--- src/rtl/ft_arb_pkg.sv ---
// rtl/ft_arb_pkg.sv - shared types and defaults for the FT245 bus arbiter
package ft_arb_pkg;

    typedef enum logic [2:0] {
        ST_IDLE,
        ST_RD_STROBE,
        ST_RD_HOLD,
        ST_TURN,
        ST_WR_SETUP,
        ST_WR_STROBE,
        ST_WR_HOLD
    } ft_arb_state_e;

    localparam logic DIR_RX = 1'b0;
    localparam logic DIR_TX = 1'b1;

    localparam int DEF_STROBE_CYC = 3;
    localparam int DEF_HOLD_CYC   = 3;
    localparam int DEF_TURN_CYC   = 2;
    localparam int DEF_MAX_BURST  = 16;

    // Largest of the phase lengths, used to size the shared phase counter
    function automatic int max3(input int a, input int b, input int c);
        int m;
        m = (a > b) ? a : b;
        m = (m > c) ? m : c;
        return m;
    endfunction

endpackage

--- src/rtl/ft_flag_sync.sv ---
// rtl/ft_flag_sync.sv - two-flop synchronizer for active-low FT2232H flags
module ft_flag_sync #(
    parameter int WIDTH = 1
) (
    input  logic             clk,
    input  logic             rst_n,
    input  logic [WIDTH-1:0] d,
    output logic [WIDTH-1:0] q
);

    logic [WIDTH-1:0] meta;

    // Resets to all-ones so an unsynchronized flag reads as "inactive"
    always_ff @(posedge clk or negedge rst_n) begin
        if (!rst_n) begin
            meta <= '1;
            q    <= '1;
        end else begin
            meta <= d;
            q    <= meta;
        end
    end

endmodule

--- src/rtl/ft_bus_arbiter.sv ---
// rtl/ft_bus_arbiter.sv - FT245 async FIFO bus sequencer/arbiter (optional FT_ARB_BURST_EN)
module ft_bus_arbiter
    import ft_arb_pkg::*;
#(
    parameter int STROBE_CYC = DEF_STROBE_CYC,
    parameter int HOLD_CYC   = DEF_HOLD_CYC,
    parameter int TURN_CYC   = DEF_TURN_CYC,
    parameter int MAX_BURST  = DEF_MAX_BURST
) (
    input  logic clk,
    input  logic rst_n,
    input  logic rxf_n,
    input  logic txe_n,
    input  logic rx_afull,
    input  logic tx_empty,
    output logic rd_n,
    output logic wr_n,
    output logic bus_oe,
    output logic rx_push,
    output logic tx_pop,
    output logic dir,
    output logic busy
);

    localparam int CNT_MAX = max3(STROBE_CYC, HOLD_CYC, TURN_CYC);
    localparam int CW      = $clog2(CNT_MAX + 1);

    localparam logic [CW-1:0] STROBE_LAST = CW'(STROBE_CYC - 1);
    localparam logic [CW-1:0] HOLD_LAST   = CW'(HOLD_CYC - 1);
    localparam logic [CW-1:0] TURN_LAST   = CW'(TURN_CYC - 1);
    localparam logic [CW-1:0] PUSH_PRE    = CW'((STROBE_CYC > 1) ? STROBE_CYC - 2 : 0);
    // A one-cycle strobe must raise rx_push on the very cycle it goes low
    localparam logic          PUSH_ENTRY  = (STROBE_CYC == 1);

    // Elaboration-time parameter sanity checks
    if (STROBE_CYC < 1) begin : g_chk_strobe
        $error("STROBE_CYC must be at least 1");
    end
    if (HOLD_CYC < 3) begin : g_chk_hold
        $error("HOLD_CYC must be at least 3 to cover flag synchronizer latency");
    end
    if (TURN_CYC < 1) begin : g_chk_turn
        $error("TURN_CYC must be at least 1");
    end
    if (MAX_BURST < 1) begin : g_chk_burst
        $error("MAX_BURST must be at least 1");
    end

    ft_arb_state_e state;
    logic [CW-1:0] cnt;
    logic          rxf_s;
    logic          txe_s;
    logic          rd_ok;
    logic          wr_ok;
    logic          rd_more;
    logic          wr_more;

    ft_flag_sync #(.WIDTH(1)) u_rxf_sync (
        .clk   (clk),
        .rst_n (rst_n),
        .d     (rxf_n),
        .q     (rxf_s)
    );

    ft_flag_sync #(.WIDTH(1)) u_txe_sync (
        .clk   (clk),
        .rst_n (rst_n),
        .d     (txe_n),
        .q     (txe_s)
    );

    assign rd_ok = !rxf_s && !rx_afull;
    assign wr_ok = !txe_s && !tx_empty;

`ifdef FT_ARB_BURST_EN
    localparam int BW = $clog2(MAX_BURST) + 1;

    logic [BW-1:0] burst_cnt;
    logic          burst_full;
    logic          byte_done;

    assign burst_full = (burst_cnt >= BW'(MAX_BURST));
    assign byte_done  = ((state == ST_RD_STROBE) || (state == ST_WR_STROBE)) && (cnt == STROBE_LAST);
    assign rd_more    = rd_ok && !burst_full;
    assign wr_more    = wr_ok && !burst_full;

    // Bytes completed in the current grant; cleared while idle, saturating
    always_ff @(posedge clk or negedge rst_n) begin
        if (!rst_n) begin
            burst_cnt <= '0;
        end else if (state == ST_IDLE) begin
            burst_cnt <= '0;
        end else if (byte_done && (burst_cnt != '1)) begin
            burst_cnt <= burst_cnt + BW'(1);
        end
    end
`else
    assign rd_more = rd_ok;
    assign wr_more = wr_ok;
`endif

    // Bus sequencer: arbitration, strobe timing and data-bus turnaround
    always_ff @(posedge clk or negedge rst_n) begin
        if (!rst_n) begin
            state   <= ST_IDLE;
            cnt     <= '0;
            rd_n    <= 1'b1;
            wr_n    <= 1'b1;
            bus_oe  <= 1'b0;
            rx_push <= 1'b0;
            tx_pop  <= 1'b0;
            dir     <= DIR_TX;
            busy    <= 1'b0;
        end else begin
            case (state)
                ST_IDLE: begin
                    cnt <= '0;
                    // On a tie the direction not served last time wins
                    if (rd_ok && (!wr_ok || (dir == DIR_TX))) begin
                        dir  <= DIR_RX;
                        busy <= 1'b1;
                        if (bus_oe) begin
                            state  <= ST_TURN;
                            bus_oe <= 1'b0;
                        end else begin
                            state   <= ST_RD_STROBE;
                            rd_n    <= 1'b0;
                            rx_push <= PUSH_ENTRY;
                        end
                    end else if (wr_ok) begin
                        dir  <= DIR_TX;
                        busy <= 1'b1;
                        if (!bus_oe) begin
                            state  <= ST_WR_SETUP;
                            bus_oe <= 1'b1;
                        end else begin
                            state <= ST_WR_STROBE;
                            wr_n  <= 1'b0;
                        end
                    end
                end

                ST_TURN: begin
                    if (cnt == TURN_LAST) begin
                        cnt     <= '0;
                        state   <= ST_RD_STROBE;
                        rd_n    <= 1'b0;
                        rx_push <= PUSH_ENTRY;
                    end else begin
                        cnt <= cnt + CW'(1);
                    end
                end

                ST_RD_STROBE: begin
                    if (cnt == STROBE_LAST) begin
                        cnt     <= '0;
                        state   <= ST_RD_HOLD;
                        rd_n    <= 1'b1;
                        rx_push <= 1'b0;
                    end else begin
                        cnt     <= cnt + CW'(1);
                        rx_push <= (cnt == PUSH_PRE);
                    end
                end

                ST_RD_HOLD: begin
                    if (cnt == HOLD_LAST) begin
                        cnt <= '0;
                        if (rd_more) begin
                            state   <= ST_RD_STROBE;
                            rd_n    <= 1'b0;
                            rx_push <= PUSH_ENTRY;
                        end else begin
                            state <= ST_IDLE;
                            busy  <= 1'b0;
                        end
                    end else begin
                        cnt <= cnt + CW'(1);
                    end
                end

                ST_WR_SETUP: begin
                    cnt   <= '0;
                    state <= ST_WR_STROBE;
                    wr_n  <= 1'b0;
                end

                ST_WR_STROBE: begin
                    if (cnt == STROBE_LAST) begin
                        cnt    <= '0;
                        state  <= ST_WR_HOLD;
                        wr_n   <= 1'b1;
                        tx_pop <= 1'b1;
                    end else begin
                        cnt <= cnt + CW'(1);
                    end
                end

                ST_WR_HOLD: begin
                    tx_pop <= 1'b0;
                    if (cnt == HOLD_LAST) begin
                        cnt <= '0;
                        if (wr_more) begin
                            state <= ST_WR_STROBE;
                            wr_n  <= 1'b0;
                        end else begin
                            state <= ST_IDLE;
                            busy  <= 1'b0;
                        end
                    end else begin
                        cnt <= cnt + CW'(1);
                    end
                end

                default: begin
                    state <= ST_IDLE;
                    busy  <= 1'b0;
                end
            endcase
        end
    end

endmodule

--- config.mk ---
export PLATFORM = sky130hd
export DESIGN_NAME = ft_bus_arbiter
export DESIGN_NICKNAME = d
export VERILOG_FILES = /design/src/rtl/ft_arb_pkg.sv /design/src/rtl/ft_flag_sync.sv /design/src/rtl/ft_bus_arbiter.sv
export SDC_FILE = /design/constraint.sdc
export NUM_CORES = 1
export LEC_CHECK = 0
export BUFFER_PORTS_ARGS = -buffer_cell sky130_fd_sc_hd__buf_2
export CORE_MARGIN = 3
export CORE_UTILIZATION = 55
export DETAILED_ROUTE_END_ITERATION = 8
export PLACE_DENSITY = 0.77
export SYNTH_ARGS = -nofsm -noshare
export SYNTH_HDL_FRONTEND = slang
export SYNTH_SLANG_ARGS = --single-unit
--- constraint.sdc ---
create_clock -name clk -period 2.7 [get_ports clk]
set_input_delay 0.405 -clock clk [delete_from_list [all_inputs] [get_ports clk]]
set_output_delay 0.405 -clock clk [all_outputs]
set_load 0.02 [all_outputs]
==> results of run 1 <==
[kinds of logic after synthesis]
logic type,Yosys count
multiplexers,1
AND/OR/NAND/NOR,30
buffers and inverters,12
flip-flops,16
AO/OA/AOI/OAI,46
[cell usage after synthesis (all sizes together)]
cell type / number / area share
dfrtp: 9 / 0.24
a311oi: 1 / 0.0092
a211oi: 3 / 0.034
clkbuf: 2 / 0.0079
a32o: 1 / 0.010
o21bai: 1 / 0.0079
o21ai: 7 / 0.037
nand2: 4 / 0.016
a21boi: 2 / 0.016
a32oi: 2 / 0.018
inv: 5 / 0.020
o211ai: 2 / 0.016
mux2i: 1 / 0.010
a22oi: 1 / 0.0079
a31oi: 5 / 0.033
dfstp: 7 / 0.19
nor3: 6 / 0.031
a22o: 1 / 0.0092
a21oi: 8 / 0.042
nor2b: 1 / 0.0065
o32a: 1 / 0.010
or2: 1 / 0.0065
or4b: 1 / 0.010
o311ai: 1 / 0.0092
a221oi: 1 / 0.0092
nand3b: 1 / 0.0079
and3: 1 / 0.0065
o32ai: 2 / 0.018
nor2: 8 / 0.034
buf: 5 / 0.027
nand2b: 4 / 0.026
o31ai: 1 / 0.0079
o221a: 1 / 0.012
and2: 1 / 0.0065
o2111ai: 1 / 0.0092
o22ai: 4 / 0.026
or3: 2 / 0.013
[cell type report]
cell class	instances	area, µm²
clock buffers	4	36.3
fillers	134	528
inverters	5	18.8
multi-input cells	77	494
flip-flops and latches	16	409
well taps	16	20.0
repair buffers	13	70.1
[worst max path at each step]
stage / slack, ns / cells past startpoint / endpoint
CTS: 0.83 / 4 / rd_n
global route: 0.70 / 4 / rd_n
floorplan: 1.21 / 4 / rd_n
detailed placement: 0.87 / 4 / rd_n
finish: 0.83 / 4 / rd_n
global placement: 0.93 / 4 / rd_n
[critical path: stages, from the launching register on]
cell	delay (ns)
dfrtp_1	0.64
or4b_1	0.60
a211oi_2	0.24
a311oi_1	0.09
a211oi_2	0.23
[state kept, by name (all words and copies together) (netlist names)]
signal,count
cnt,2
bus_oe,1
rd_n,1
tx_pop,1
u_rxf_sync.meta,1
dir,1
state,3
busy,1
wr_n,1
u_txe_sync.q,1
u_txe_sync.meta,1
u_rxf_sync.q,1
rx_push,1
[per-layer routing]
| metal | vias to the layer above | track usage | wire length, µm |
|---|---|---|---|
| li1 | 430 | - | - |
| met1 | 417 | 0.320 | 962 |
| met2 | 47 | 0.343 | 1070 |
| met3 | 5 | 0.0677 | 161 |
| met4 | 0 | 0.145 | 49 |
| met5 | - | 0 | 0 |
[placed cells by master (no fill, tap or decap), types with 3 or more instances in the layout]
cell      synthesis  layout
o22ai_1           4       4
inv_1             4       4
nand2_1           4       4
o21ai_0           5       5
a21oi_1           8       8
nor2_1            7       7
dfrtp_1           9       9
buf_2             3      12
clkbuf_4          0       3
a31oi_1           5       5
dfstp_2           7       7
nor3_1            6       6
nand2b_1          4       4
[power groups by stage]
stage | Clock, µW | Combinational (µW) | Sequential [µW]
final | 163 | 657 | 510
after global routing | 185 | 727 | 536
after CTS | 169 | 653 | 507
after detailed placement | 0 | 648 | 512
after global placement | 0 | 633 | 508
after floorplan | 0 | 543 | 478
[per-stage QoR]
stage / setup slack (ns) / hold slack [ns] / cell area (µm²)
global placement: 0.932 / 0.331 / 1000
global route: 0.699 / 0.170 / 1050
detailed placement: 0.870 / 0.341 / 1000
CTS: 0.835 / 0.00722 / 1040
finish: 0.827 / 0.199 / 1050
floorplan: 1.21 / 0.109 / 956
==> flow_summary_export.csv, run 1 <==
group,metric,value,unit
run_status,status,"finished clean",
min_path,worstHoldPathCells,1,
final_layout,area_growth,9.69,%
final_layout,fin_util,0.665,
timing,min_period,1.87,ns
worst_setup_path,endpoint_kind,"register",
worst_setup_path,reg2reg_to,"rd_n",
power,intPower,696,µW
timing,finalSetupViolCount,0,
die,core,1580,µm²
worst_setup_path,crit_arrival,2.09,ns
drt,ant_nets,0,
timing,fin_crit_sh,0.694,
drt,post_drt_wl_per_cell,17.1,µm
worst_setup_path,criticalPathCategory,"register to register",
placed_design,dpl.cell_count,126,
worst_setup_path,r2r-start,"state[0]",
power,pwr-share-comb,0.494,
timing,fmax,0.534,GHz
worst_setup_path,required,2.92,ns
power,pwr-share-clk,0.123,
timing,max-slew-margin-rel,0.543,
min_path,min_to,"u_rxf_sync.meta",
global_route,gr-usage-all-layers,0.240,
synthesis,yosys_warnings,0,
die,fp.dieW,47.7,µm
clock_network,ctsHoldBuffers,0,
clock_network,path_clk_slew,0.10,ns
synthesis,synth_top_family_by_area,"compound AO/OA/AOI/OAI gates",
placed_design,hpwlAfterDp,1490,µm
synthesis,synth-simple-area-share,0.165,
power,p_leak,0.000405,µW
drt,drc,0,
power,powerDensity,1270,nW/µm²
final_layout,final_cell_count_no_fill,131,
timing,slew_viol_final,0,
synthesis,syn_area,956,µm²
worst_setup_path,crit_path_start,"state[0]",
synthesis,yosysUniqueCellTypes,43,
power,seq_power_share,0.383,
timing,tns,0,ns
clock_network,ctsResizeCount,0,
power,vdd_drop_max,0.740,mV
synthesis,postSynthRegisterBits,16,
clock_network,cts-root-buf,"clkbuf_4",
synthesis,synthXorXnorAreaFrac,0,
drt,drtIter0Drc,50,
synthesis,syn-num-nets,111,
die,rows,14,
synthesis,synth_cells,105,
timing,hold_violations,0,
clock_network,cts.sinks,16,
power,p_sw,633,µW
clock_network,cts_tree,"yes",
power,switching_share,0.476,
final_layout,antenna-diode-count,0,
min_path,hold_path_startpoint,"rxf_n",
final_layout,nets,122,
drt,num_vias,899,
die,pin_count,13,
placed_design,numPortBuffers,12,
worst_setup_path,critPathMaxFanout,25,
synthesis,postSynthAreaPerCell,9.10,µm²
global_route,overflow,0,
global_route,antenna_found_initial,0,
global_route,grt_max_degree,26,
clock_network,cts_inserted_buffers,3,
power,power,1330,µW
drt,firstDrtPassIters,4,
synthesis,synth.area.mux_share,0.0105,
drt,routed_wl,2250,µm
worst_setup_path,rrSetupSlack,0.83,ns
synthesis,synth_compound_area_frac,0.342,
timing,finClkSkew,0.00418,ns
synthesis,synth_adder_area_share,0,
clock_network,cts.path.max_buffers,2,
clock_network,htree_levels,1,
clock_network,post_cts.repair.setup_buffers,0,
die,start_util,0.606,
timing,rsz0062_at_grt,"false",
global_route,grt_pass1_vias,738,
global_route,grt_pass1_wl,3590,µm
min_path,hp-class,"input pin to register",
clock_network,worstSkewPairLatency,0.30,ns
die,die_area,2270,µm²
synthesis,synth-seq-area-share,0.428,
worst_setup_path,r2r_cells,4,
timing,worst_slew_pin_slew,0.686,ns
job,drv_cap,0,
final_layout,drive_gt1_frac,0.243,
die,fp.dieH,47.7,µm
drt,vias_per_cell,6.86,
placed_design,gp_congestion,0.841,
worst_setup_path,crit_path_start_kind,"register",
(Power assumes the default switching activity.)
==> run 2, diff against run 1 <==
--- a/config.mk
+++ b/config.mk
@@ -7,9 +7,9 @@
 export LEC_CHECK = 0
 export BUFFER_PORTS_ARGS = -buffer_cell sky130_fd_sc_hd__buf_2
 export CORE_MARGIN = 3
-export CORE_UTILIZATION = 55
+export CORE_UTILIZATION = 50
 export DETAILED_ROUTE_END_ITERATION = 8
-export PLACE_DENSITY = 0.77
+export PLACE_DENSITY = 0.74
 export SYNTH_ARGS = -nofsm -noshare
 export SYNTH_HDL_FRONTEND = slang
 export SYNTH_SLANG_ARGS = --single-unit
==> constraint.sdc (replaced) <==
create_clock -name clk -period 1.6 [get_ports clk]
set_input_delay 0.24 -clock clk [delete_from_list [all_inputs] [get_ports clk]]
set_output_delay 0.24 -clock clk [all_outputs]
set_load 0.02 [all_outputs]
==> run 2 against run 1 <==
- combinational power is 140% higher
- sequential power is 48% higher
- clock skew is 0.0036 ns higher
- worst hold slack worse by 0.16 ns
- fmax is 18% higher
- highest routed layer unchanged
==> flow_summary_export.csv, run 2 (synthesis results as in run 1) <==
group,metric,value,unit
worst_setup_path,slowest_delay,0.44,ns
clock_network,cts-root-buf,"clkbuf_4",
drt,post_drt_wl_per_cell,16.1,µm
timing,tns,0,ns
placed_design,hpwlAfterDp,1700,µm
job,drv_cap,0,
final_layout,largest_register_ffs,3,
timing,hold_violations,0,
worst_setup_path,crit_arrival,1.77,ns
final_layout,top_regs,"state (3), cnt (2)",
final_layout,final_cell_count_no_fill,154,
min_path,hold_path_startpoint,"rxf_n",
timing,finalWorstSetupSlack,0.0176,ns
final_layout,area_growth,26.7,%
timing,finalSetupViolCount,0,
worst_setup_path,cpLargestDelayFamily,"compound AO/OA/AOI/OAI gates",
global_route,overflow,0,
drt,ant_nets,0,
global_route,gr-usage-all-layers,0.213,
drt,routed_wl,2480,µm
power,powerDensity,2170,nW/µm²
final_layout,fin_util,0.687,
clock_network,cts.sinks,16,
timing,fmax,0.632,GHz
worst_setup_path,crit_path_start_kind,"register",
final_layout,antenna-diode-count,0,
clock_network,htree_levels,1,
worst_setup_path,cp_slowest_cell,"dfrtp_2",
timing,slew_viol_final,0,
global_route,grt_max_degree,25,
worst_setup_path,r2r_cells,5,
drt,vias_per_cell,6.16,
drt,drtIter0Drc,52,
worst_setup_path,reg2reg_to,"state[0]",
die,rows,15,
global_route,grt_pass1_wl,3930,µm
timing,max-slew-margin-rel,0.733,
global_route,antenna_found_initial,0,
worst_setup_path,required,1.78,ns
final_layout,nets,136,
worst_setup_path,critPathBufInv,1,
clock_network,worstSkewPairLatency,0.30,ns
min_path,worstHoldPathCells,1,
final_layout,final_cell_mix,"buf_2, buf_4, a21oi_1",
die,fp.dieW,49.7,µm
worst_setup_path,endpoint_kind,"register",
min_path,hp-class,"input pin to register",
global_route,grt_pass1_vias,826,
final_layout,drive_gt1_frac,0.364,
die,fp.dieH,49.7,µm
worst_setup_path,rrSetupSlack,0.02,ns
timing,worst_slew_pin_slew,0.398,ns
die,pin_count,13,
drt,firstDrtPassIters,4,
clock_network,path_clk_slew,0.09,ns
worst_setup_path,critPathMaxFanout,11,
min_path,min_to,"u_rxf_sync.meta",
drt,num_vias,948,
final_layout,regMostFlops,"state",
die,die_area,2470,µm²
timing,rsz0062_at_grt,"true",
clock_network,cts_inserted_buffers,3,
worst_setup_path,crit_chain,"buf_12, or3_4, a221oi_2, a31oi_1, o22ai_1",
power,p_leak,0.000485,µW
worst_setup_path,criticalPathCategory,"register to register",
clock_network,cts.path.max_buffers,2,
timing,fin_crit_sh,0.989,
power,vdd_drop_max,1.35,mV
run_status,status,"finished clean",
placed_design,gp_congestion,0.908,
clock_network,cts_tree,"yes",
timing,min_period,1.58,ns
worst_setup_path,r2r-start,"state[0]",
timing,finClkSkew,0.00779,ns
placed_design,dpl.cell_count,146,
drt,drc,0,
die,start_util,0.542,
placed_design,place_ws,0.0885,ns
placed_design,numPortBuffers,12,
die,core,1760,µm²
[run 2: where the power goes]
part	switching (µW)	internal, µW
Sequential	171	584
Combinational	874	720
Clock	136	139
Total	1180	1440
[run 2: worst register-to-register path: stages (launching register included)]
cell      delay, ns
dfrtp_2        0.44
buf_12         0.15
or3_4          0.32
a221oi_2       0.23
a31oi_1        0.07
o22ai_1        0.27
[run 2: worst max-delay path by stage]
stage,from,to,depth (start not counted)
6_report,state[0],state[0],5
3_3_place_gp,rx_afull,rd_n,5
4_1_cts,state[0],state[0],5
5_1_grt,state[0],state[0],5
2_1_floorplan,state[1],rd_n,5
3_5_place_dp,state[0],state[0],5
[run 2: final cells by class]
class	instances	area [µm²]
fillers	143	553
well taps	25	31.3
inverters	5	18.8
flip-flops and latches	16	412
multi-input cells	77	508
repair buffers	27	205
clock buffers	4	36.3
[run 2: layer usage]
| layer | track usage | vias up | wire [µm] |
|---|---|---|---|
| met5 | 0 | - | 0 |
| met2 | 0.319 | 48 | 1180 |
| met3 | 0.0665 | 4 | 214 |
| met1 | 0.290 | 442 | 1060 |
| met4 | 0.0737 | 0 | 28 |
| li1 | - | 454 | - |
[run 2: what timing repair did]
action                                 in CTS  in global routing
endpoints found under the hold margin       9                  0
setup endpoints to repair                   0                  2
resized for setup                           0                  5
hold buffers                                1                  0
setup buffers                               0                  2
[run 2: metrics by stage]
step           power [µW]  hold WS, ns  area, µm²
2_1_floorplan        1720      -0.0556        956
6_report             2620       0.0361       1210
3_3_place_gp         2140        0.169       1110
5_1_grt              2820      0.00774       1210
3_5_place_dp         2190        0.165       1110
4_1_cts              2470       0.0241       1150
